<file path="src/rtl/calc_pkg.sv">
`default_nettype none
// +----------------------------------------------------------------------+
// | calc_pkg : shared types and key codes for the calculator entry stage |
// | Rev 1.0                                                              |
// +----------------------------------------------------------------------+
package calc_pkg;

  typedef enum logic [2:0] {
    ENTER_A = 3'd0,
    ENTER_B = 3'd1,
    SETUP   = 3'd2,
    DIG0    = 3'd3,
    DIG1    = 3'd4,
    DIG2    = 3'd5,
    DONE    = 3'd6
  } state_t;

  typedef enum logic {
    OP_ADD = 1'b0,
    OP_SUB = 1'b1
  } op_t;

  typedef logic [3:0] bcd_t;

  localparam logic [3:0] KEY_ADD = 4'hA;
  localparam logic [3:0] KEY_SUB = 4'hB;
  localparam logic [3:0] KEY_CLR = 4'hC;
  localparam logic [3:0] KEY_EQ  = 4'hD;

  function automatic logic is_digit(input logic [3:0] k);
    return k <= 4'd9;
  endfunction

  function automatic logic is_op(input logic [3:0] k);
    return (k == KEY_ADD) || (k == KEY_SUB);
  endfunction

  function automatic op_t key_to_op(input logic [3:0] k);
    return (k == KEY_SUB) ? OP_SUB : OP_ADD;
  endfunction

endpackage
`default_nettype wire

</file>
<file path="src/rtl/bcd_digit_alu.sv">
`default_nettype none
// +----------------------------------------------------------------------+
// | bcd_digit_alu : one-digit BCD add/subtract with carry/borrow chain   |
// | Rev 1.0                                                              |
// +----------------------------------------------------------------------+
module bcd_digit_alu
  import calc_pkg::*;
(
  input  bcd_t i_a,
  input  bcd_t i_b,
  input  logic i_cin,
  input  op_t  i_op,
  output bcd_t o_d,
  output logic o_cout
);

  logic [4:0] w_sum;
  logic [4:0] w_sum_adj;
  logic [4:0] w_diff;
  logic [4:0] w_diff_adj;

  always_comb begin
    w_sum      = {1'b0, i_a} + {1'b0, i_b} + {4'd0, i_cin};
    w_sum_adj  = w_sum + 5'd6;
    w_diff     = {1'b0, i_a} - {1'b0, i_b} - {4'd0, i_cin};
    // A wrapped (negative) difference lands 6 above the decimal borrow result
    w_diff_adj = w_diff - 5'd6;
    o_d        = '0;
    o_cout     = 1'b0;
    if (i_op == OP_ADD) begin
      if (w_sum > 5'd9) begin
        o_d    = w_sum_adj[3:0];
        o_cout = 1'b1;
      end else begin
        o_d    = w_sum[3:0];
      end
    end else begin
      if (w_diff[4]) begin
        o_d    = w_diff_adj[3:0];
        o_cout = 1'b1;
      end else begin
        o_d    = w_diff[3:0];
      end
    end
  end

endmodule
`default_nettype wire

</file>
<file path="src/rtl/calc_entry_fsm.sv">
`default_nettype none
// +----------------------------------------------------------------------+
// | calc_entry_fsm : operand entry, digit-serial BCD add/sub, display    |
// | Rev 1.0                                                              |
// +----------------------------------------------------------------------+
module calc_entry_fsm
  import calc_pkg::*;
#(
  parameter int DIGITS = 3
) (
  input  logic       clock,
  input  logic       resetn,
  input  logic [3:0] keycode,
  input  logic       keystrobe,
  input  logic       bksp_strobe,
  output logic [3:0] entry_d2,
  output logic [3:0] entry_d1,
  output logic [3:0] entry_d0,
  output logic [3:0] result_d2,
  output logic [3:0] result_d1,
  output logic [3:0] result_d0,
  output logic       result_neg,
  output logic       overflow,
  output logic       display_select,
  output logic       busy
);

  localparam int W = 4 * DIGITS;

  state_t         r_state, w_state_nxt;
  op_t            r_op, w_op_nxt;
  logic [W-1:0]   r_a, w_a_nxt;
  logic [W-1:0]   r_b, w_b_nxt;
  logic [W-1:0]   r_x, w_x_nxt;
  logic [W-1:0]   r_y, w_y_nxt;
  logic [W-1:0]   r_res, w_res_nxt;
  logic [W-1:0]   r_entry, w_entry_nxt;
  logic           r_cy, w_cy_nxt;
  logic           r_neg, w_neg_nxt;
  logic           r_ovf, w_ovf_nxt;
  logic           r_sel, w_sel_nxt;
  logic           r_busy, w_busy_nxt;

  logic           w_dig, w_opk, w_eq, w_clr, w_bksp;
  bcd_t           w_alu_a, w_alu_b, w_alu_d;
  logic           w_alu_co;

  bcd_digit_alu u_alu (
    .i_a    (w_alu_a),
    .i_b    (w_alu_b),
    .i_cin  (r_cy),
    .i_op   (r_op),
    .o_d    (w_alu_d),
    .o_cout (w_alu_co)
  );

  always_comb begin
    w_alu_a = r_x[3:0];
    w_alu_b = r_y[3:0];
    case (r_state)
      DIG1: begin
        w_alu_a = r_x[7:4];
        w_alu_b = r_y[7:4];
      end
      DIG2: begin
        w_alu_a = r_x[11:8];
        w_alu_b = r_y[11:8];
      end
      default: ;
    endcase
  end

  always_ff @(posedge clock or negedge resetn) begin
    if (!resetn) begin
      r_state <= ENTER_A;
      r_op    <= OP_ADD;
      r_a     <= '0;
      r_b     <= '0;
      r_x     <= '0;
      r_y     <= '0;
      r_res   <= '0;
      r_entry <= '0;
      r_cy    <= 1'b0;
      r_neg   <= 1'b0;
      r_ovf   <= 1'b0;
      r_sel   <= 1'b0;
      r_busy  <= 1'b0;
    end else begin
      r_state <= w_state_nxt;
      r_op    <= w_op_nxt;
      r_a     <= w_a_nxt;
      r_b     <= w_b_nxt;
      r_x     <= w_x_nxt;
      r_y     <= w_y_nxt;
      r_res   <= w_res_nxt;
      r_entry <= w_entry_nxt;
      r_cy    <= w_cy_nxt;
      r_neg   <= w_neg_nxt;
      r_ovf   <= w_ovf_nxt;
      r_sel   <= w_sel_nxt;
      r_busy  <= w_busy_nxt;
    end
  end

  always_comb begin
    w_state_nxt = r_state;
    w_op_nxt    = r_op;
    w_a_nxt     = r_a;
    w_b_nxt     = r_b;
    w_x_nxt     = r_x;
    w_y_nxt     = r_y;
    w_res_nxt   = r_res;
    w_entry_nxt = r_entry;
    w_cy_nxt    = r_cy;
    w_neg_nxt   = r_neg;
    w_ovf_nxt   = r_ovf;
    w_sel_nxt   = r_sel;
    w_busy_nxt  = r_busy;
    w_dig       = keystrobe && is_digit(keycode);
    w_opk       = keystrobe && is_op(keycode);
    w_eq        = keystrobe && (keycode == KEY_EQ);
    w_clr       = keystrobe && (keycode == KEY_CLR);
    // A key on the same edge wins over backspace
    w_bksp      = bksp_strobe && !keystrobe;

    if (w_clr) begin
      w_state_nxt = ENTER_A;
      w_op_nxt    = OP_ADD;
      w_a_nxt     = '0;
      w_b_nxt     = '0;
      w_x_nxt     = '0;
      w_y_nxt     = '0;
      w_res_nxt   = '0;
      w_cy_nxt    = 1'b0;
      w_neg_nxt   = 1'b0;
      w_ovf_nxt   = 1'b0;
      w_sel_nxt   = 1'b0;
      w_busy_nxt  = 1'b0;
    end else begin
      case (r_state)
        ENTER_A: begin
          if (w_dig) begin
            if (r_a[W-1 -: 4] == 4'd0) w_a_nxt = {r_a[W-5:0], keycode};
          end else if (w_opk) begin
            w_op_nxt    = key_to_op(keycode);
            w_b_nxt     = '0;
            w_state_nxt = ENTER_B;
          end else if (w_bksp) begin
            w_a_nxt = {4'd0, r_a[W-1:4]};
          end
        end
        ENTER_B: begin
          if (w_dig) begin
            if (r_b[W-1 -: 4] == 4'd0) w_b_nxt = {r_b[W-5:0], keycode};
          end else if (w_opk) begin
            w_op_nxt = key_to_op(keycode);
          end else if (w_eq) begin
            w_busy_nxt  = 1'b1;
            w_state_nxt = SETUP;
          end else if (w_bksp) begin
            w_b_nxt = {4'd0, r_b[W-1:4]};
          end
        end
        SETUP: begin
          // Packed BCD orders the same as its raw binary value
          w_neg_nxt = (r_op == OP_SUB) && (r_a < r_b);
          w_x_nxt   = w_neg_nxt ? r_b : r_a;
          w_y_nxt   = w_neg_nxt ? r_a : r_b;
          w_cy_nxt  = 1'b0;
          w_ovf_nxt = 1'b0;
          w_state_nxt = DIG0;
        end
        DIG0: begin
          w_res_nxt[3:0] = w_alu_d;
          w_cy_nxt       = w_alu_co;
          w_state_nxt    = DIG1;
        end
        DIG1: begin
          w_res_nxt[7:4] = w_alu_d;
          w_cy_nxt       = w_alu_co;
          w_state_nxt    = DIG2;
        end
        DIG2: begin
          w_res_nxt[11:8] = w_alu_d;
          w_cy_nxt        = w_alu_co;
          if (r_op == OP_ADD) w_ovf_nxt = w_alu_co;
          w_busy_nxt  = 1'b0;
          w_sel_nxt   = 1'b1;
          w_state_nxt = DONE;
        end
        DONE: begin
          if (w_dig) begin
            w_a_nxt     = {{(W-4){1'b0}}, keycode};
            w_res_nxt   = '0;
            w_neg_nxt   = 1'b0;
            w_ovf_nxt   = 1'b0;
            w_sel_nxt   = 1'b0;
            w_state_nxt = ENTER_A;
          end else if (w_opk && !r_neg && !r_ovf) begin
            w_a_nxt     = r_res;
            w_op_nxt    = key_to_op(keycode);
            w_b_nxt     = '0;
            w_sel_nxt   = 1'b0;
            w_state_nxt = ENTER_B;
          end
        end
        default: w_state_nxt = ENTER_A;
      endcase
    end

    if (w_state_nxt == ENTER_A)      w_entry_nxt = w_a_nxt;
    else if (w_state_nxt == ENTER_B) w_entry_nxt = w_b_nxt;
  end

  assign entry_d2       = r_entry[11:8];
  assign entry_d1       = r_entry[7:4];
  assign entry_d0       = r_entry[3:0];
  assign result_d2      = r_res[11:8];
  assign result_d1      = r_res[7:4];
  assign result_d0      = r_res[3:0];
  assign result_neg     = r_neg;
  assign overflow       = r_ovf;
  assign display_select = r_sel;
  assign busy           = r_busy;

endmodule
`default_nettype wire

</file>
<file path="config.mk">
export PLATFORM = sky130hd
export DESIGN_NAME = calc_entry_fsm
export DESIGN_NICKNAME = d
export VERILOG_FILES = /design/src/rtl/calc_pkg.sv /design/src/rtl/bcd_digit_alu.sv /design/src/rtl/calc_entry_fsm.sv
export SDC_FILE = /design/constraint.sdc
export NUM_CORES = 1
export LEC_CHECK = 0
export CORE_MARGIN = 1.5
export CORE_UTILIZATION = 40
export DETAILED_ROUTE_END_ITERATION = 10
export SLEW_MARGIN = 0
export SYNTH_ARGS = -nofsm -noshare
export SYNTH_HDL_FRONTEND = slang
export SYNTH_HIERARCHICAL = 1
export SYNTH_SLANG_ARGS = --single-unit
</file>
<file path="constraint.sdc">
create_clock -name clock -period 4 [get_ports clock]
set_input_delay 0.6 -clock clock [delete_from_list [all_inputs] [get_ports clock]]
set_output_delay 0.6 -clock clock [all_outputs]
set_load 0.01 [all_outputs]
</file>
==> results of run 1 <==
[cell type report]
cell class / instances / area (um^2)
Sequential cell: 81 / 2027
Timing Repair Buffer: 49 / 452.9
Clock inverter: 7 / 107.6
Clock buffer: 9 / 225.2
Multi-Input combinational cell: 442 / 3103
Tap cell: 176 / 220.2
Fill cell: 1260 / 7036
Inverter: 33 / 123.9
[per-layer routing]
layer  routed length, um  global-route usage, %  part of all wire (%)  vias up
li1                    -                      -                     -     2286
met1                6962                  31.93                    41     2502
met2                8060                  39.15                    48      215
met3                1269                  4.230                   7.5       45
met4                 599                  12.43                   3.5        0
met5                   0                      0                     0        -
[through the flow]
stage | setup slack [ns] | hold slack (ns) | std cells | cell area (um^2)
floorplan | 0.01533 | 0.3044 | 600 | 5456
global placement | 0.4486 | 0.4852 | 781 | 5927
detailed placement | 0.3133 | 0.4747 | 781 | 5927
CTS | 0.3086 | 0.4368 | 797 | 6260
global route | 0.008633 | 0.5152 | 797 | 6260
finish | 0.3153 | 0.4344 | 797 | 6260
[sequential cells by signal, summed over array words and instances, names as in the netlist]
name,flops
r_cy,1
r_state,3
r_a,12
display_select,1
overflow,1
r_x,12
r_res,12
r_entry,12
result_neg,1
r_op,1
busy,1
r_b,12
r_y,12
[cell usage after synthesis, types with 6 or more instances]
cell type,n,share of area (%)
o32ai_1,6,0.96
a221oi_1,29,4.7
buf_2,9,0.83
a221o_1,12,2.2
and2_1,9,1.0
o21ai_0,46,4.2
a31oi_1,6,0.69
nand2b_1,10,1.1
clkbuf_1,28,1.9
nor2_1,57,3.9
inv_1,32,2.2
nor3_1,31,2.8
a21oi_1,20,1.8
ha_1,22,5.0
mux2i_1,18,3.3
a22oi_1,25,3.4
nand2_1,31,2.1
dfrtp_1,81,37
[final timing paths]
path                                 start    endpoint  slack (ns)  cells after the start
worst max-delay path            r_state[1]    r_res[3]        0.32                     12
worst min-delay path                resetn      r_a[6]        0.43                      1
worst max register to register  r_state[1]    r_res[3]        0.32                     12
worst min register to register  r_entry[1]  r_entry[1]        0.49                      2
max in group asynchronous           resetn      r_x[1]        2.90                      1
min in group clock              r_entry[1]  r_entry[1]        0.49                      2
[critical path: cells and delay by family (launching register included)]
| family | cells | cell delay, ns |
|---|---|---|
| adders and majority gates | 2 | 0.86 |
| muxes | 1 | 0.14 |
| buffers and inverters | 1 | 0.10 |
| and+or+nand+nor | 4 | 1.06 |
| xor gates and xnor gates | 1 | 0.16 |
| DFF | 1 | 0.37 |
| AOI/OAI and AO/OA | 3 | 0.92 |
[cell families after synthesis]
logic type               after synthesis
XOR/XNOR                               6
adder cells (fa/ha/maj)               26
AND/OR/NAND/NOR                      187
buffers and inverters                 77
flip-flops                            81
AO/OA/AOI/OAI                        201
multiplexers                          22
==> results.md, run 1 <==
* Outcome: complete, no violations
* Post-CTS Setup Bufs at 0
* Die area at 14350 um^2
* CTS HTree Levels at 3
* FP Rows at 42
* CP arrival at 3.98 ns
* GRT Total Usage at 24.47%
* Post-synthesis sequential area ratio at 37.15%
* Vias post-DR at 5048
* Skew-Pair Late Insertion Delay at 0.35 ns
* Final GP Congestion at 0.9126
* Layout Utilization at 47.08%
* Longest Clk Path Bufs at 2
* CTS tree: yes
* Clock sink count at 81
* Share of synthesized area spent on multiplexers at 4.127%
* Async SR Flop Fraction at 100.0%
* Cts repair resizes at 0
* Max Cap Violations at 0
* Slew Limit Fails at 0
* RSZ-0062 raised after global routing: false
* Iter 0 DRT Violations at 400
* Most frequent cells in the layout: dfrtp_1, nor2_1, o21ai_0, clkdlybuf4s50_1, inv_1
* Worst slew pin tran at 1.043 ns
* CP Class: reg -> reg
* Main combinational cell family by area after synthesis: compound AO/OA/AOI/OAI gates
* First-pass GRT wire length at 27050 um
* Area grow syn2layout at 14.72%
* Most common cell after layout, fill and taps aside: dfrtp_1
* Area fraction in compound gates after synthesis at 27.20%
* Tmin final at 3.685 ns
* Required time worst endpoint at 4.30 ns
* Vias in the first global route at 4951
* Setup TNS Final at 0 ns
* FF+latch count, synth at 81
* Yosys cell types at 79
* Worst setup SP type: flip-flop
* Cell Area, Synth at 5456 um^2
* Hold-fix buffers, CTS at 0
* Grt total ovfl at 0
* Layout cells sized above 1 at 9.018%
* Initial Util at 41.04%
* Syn Inst Count at 600
* Port Buf Inserts at 35
* CTS Buf Count at 9
* Largest net degree at the start of global routing at 82
* CTS root buf: clkbuf_16
* Total wire length at 16890 um
* Routed Antenna Nets at 0
* Most frequent CP cell: fa_1
* Net count, final at 650
* Post-Synth Simple-Gate Area at 18.07%
* Die Wd at 119.8 um
* Critical Path End Type: flip-flop
* Min-delay worst type: in -> async
* Vias per inst at 6.334
* Placeable Area at 13300 um^2
* Final period utilization at 92.12%
* Initial antenna violation count at 0
* Crit-path cells: nand2b_1 > o21ai_0 > inv_1 > fa_1 > fa_1 > or2b_1 > a21oi_1 > xnor2_1 > or3_1 > a32oi_1 > and3_1 > mux2_2
* Relative slew margins at 30.46%
* Max Freq at 271.4 MHz
* Crit Path Max Fanout at 7
* Slowest-stage cell, CP: fa_1
* Slowest stage delay, CP at 0.44 ns
* DR WL/cell at 21.19 um
* Syn_nets at 634
* DP HPWL at 11980 um
* Synth Warn # at 6
* Antenna diodes at 0
* Post-Synth XOR/XNOR Area at 0.9631%
* Die H at 119.8 um
* Number of flops mapped to enable cells by yosys at 0
* Final hold vios at 0
* # DRC at 0
* Worst clock skew at 0.009879 ns
* Syn avg cell area at 9.094 um^2
* I/O Pins at 36
* Top FF cell, synth: dfrtp_1
* Clk pin slew, worst setup/hold paths at 0.07 ns
* # setup viols final at 0
* Adder-cell share of the synthesized area at 6.512%
* Drt first pass iters at 6
Power of run 1 is not shown: default switching activity piles up to over one toggle a cycle in this logic, so the estimate is an artifact.
==> run 2: changes to the inputs <==
CORE_UTILIZATION = 45   (was 40)
CTS_CLUSTER_SIZE = 8   (was default)
PLACE_DENSITY = 0.66   (was default)
==> results.md, run 2 (synthesis gave the netlist of run 1 again) <==
* Initial antenna violation count at 0 (unchanged)
* Slew Limit Fails at 0 (unchanged)
* Slowest-stage cell, CP: fa_1
* RSZ-0062 raised after global routing: false
* DR WL/cell at 21.45 um (+1.2%)
* Final hold vios at 0 (unchanged)
* Net count, final at 649 (-0.15%)
* Worst clock skew at 0.006536 ns (-0.003343 ns)
* Tmin final at 3.673 ns (-0.01134 ns)
* Skew-Pair Late Insertion Delay at 0.35 ns (about the same)
* Area grow syn2layout at 13.53%
* Grt total ovfl at 0 (unchanged)
* Worst setup SP type: flip-flop
* Post-CTS Setup Bufs at 0 (unchanged)
* Iter 0 DRT Violations at 327 (-18%)
* Outcome: complete, no violations
* GRT Total Usage at 26.54% (+2.1 points)
* Clk pin slew, worst setup/hold paths at 0.07 ns (about the same)
* Total wire length at 16470 um (-2.5%)
* Crit-path cells: nand2b_1 > buf_4 > nand2_1 > o21ai_0 > inv_1 > fa_1 > fa_1 > or2b_1 > a21oi_1 > xnor2_1 > or3_1 > a32oi_1 > and3_1 > mux2_2
* Final GP Congestion at 0.9040 (-0.94%)
* Max Cap Violations at 0 (unchanged)
* Vias in the first global route at 4907 (-0.89%)
* Clock sink count at 81 (unchanged)
* CP Class: reg -> reg
* FP Rows at 40 (-4.8%)
* I/O Pins at 36 (unchanged)
* Most frequent CP cell: fa_1
* Largest net degree at the start of global routing at 82 (unchanged)
* CTS root buf: clkbuf_16
* Die area at 12800 um^2 (-11%)
* Most common cell after layout, fill and taps aside: dfrtp_1
* # DRC at 0 (unchanged)
* Routed Antenna Nets at 0 (unchanged)
* Most frequent cells in the layout: dfrtp_1, nor2_1, o21ai_0, clkdlybuf4s50_1, inv_1
* Top Family by Delay on Critical Path: simple AND/OR/NAND/NOR gates
* Buf+Inv Stages, Crit Path at 2 (+1)
* Required time worst endpoint at 4.29 ns (about the same)
* Die H at 113.1 um (-5.6%)
* First-pass GRT wire length at 26160 um (-3.3%)
* Layout cells sized above 1 at 8.871% (-0.15 points)
* Die Wd at 113.1 um (-5.6%)
* Crit Path Max Fanout at 13 (+6)
* CTS tree: yes
* Max Freq at 272.2 MHz (+0.31%)
* Longest Clk Path Bufs at 2 (unchanged)
* Vias per inst at 6.548 (+3.4%)
* Min-delay worst type: in -> async
* Critical Path End Type: flip-flop
* Worst slew pin tran at 1.027 ns (-0.01568 ns)
* Relative slew margins at 31.51% (+1.0 points)
* CTS HTree Levels at 3 (unchanged)
* # setup viols final at 0 (unchanged)
* CP arrival at 3.97 ns (about the same)
* Slowest stage delay, CP at 0.46 ns (+0.02 ns)
* Layout Utilization at 52.01% (+4.9 points)
* Final period utilization at 91.83% (-0.28 points)
* Hold-fix buffers, CTS at 0 (unchanged)
* Cts repair resizes at 0 (unchanged)
* Setup TNS Final at 0 ns (unchanged)
* Drt first pass iters at 5 (-1)
* DP HPWL at 11670 um (-2.6%)
* Placeable Area at 11910 um^2 (-10%)
* Port Buf Inserts at 35 (unchanged)
* Fillers at 1096 (-13%)
* CTS Buf Count at 9 (unchanged)
* Vias post-DR at 5029 (-0.38%)
* Initial Util at 45.81% (+4.8 points)
run 2: cell types whose count changed in the layout (fill, tap and decap cells not counted):
cell	delta
inv_6	+2
buf_4	-1
bufinv_16	-1
diode_2	+1
inv_8	-1
run 2: cell type report:
type	instances	area, um^2	share of cell area, %
flip-flops and latches	81	2027	32.72
well taps	147	183.9	2.969
repair buffers	48	445.4	7.190
inverters	33	123.9	2.000
diodes	1	2.502	0.04040
clock inverters	7	83.83	1.353
clock buffers	9	225.2	3.636
multi-input cells	442	3103	50.09
run 2: through the flow:
stage          instances  worst slack (ns)  hold WS [ns]  instance area, um^2
2_1_floorplan        600           0.01533        0.3044                 5456
3_3_place_gp         751            0.4576        0.4836                 5883
3_5_place_dp         751            0.3751        0.4747                 5883
4_1_cts              767            0.3386        0.4641                 6192
5_1_grt              767           0.08548        0.5169                 6192
6_report             768            0.3266        0.4232                 6195
run 2: layer usage:
| metal | vias to the layer above | routed length, um | GRT usage, % |
|---|---|---|---|
| met4 | 0 | 379 | 10.42 |
| met3 | 33 | 1190 | 5.142 |
| met5 | - | 0 | 0 |
| met2 | 226 | 7939 | 42.99 |
| met1 | 2488 | 6962 | 35.25 |
| li1 | 2282 | - | - |
run 2: final timing paths:
path | from | end | slack (ns) | depth (start not counted)
max in group asynchronous | resetn | r_res[2] | 2.91 | 1
worst min register to register | r_entry[3] | r_entry[3] | 0.49 | 2
min in group clock | r_entry[3] | r_entry[3] | 0.49 | 2
worst min-delay path | resetn | r_entry[7] | 0.42 | 1
worst max-delay path | r_state[2] | r_res[3] | 0.33 | 14
worst max register to register | r_state[2] | r_res[3] | 0.33 | 14
Power of run 2 is left out for the same reason.
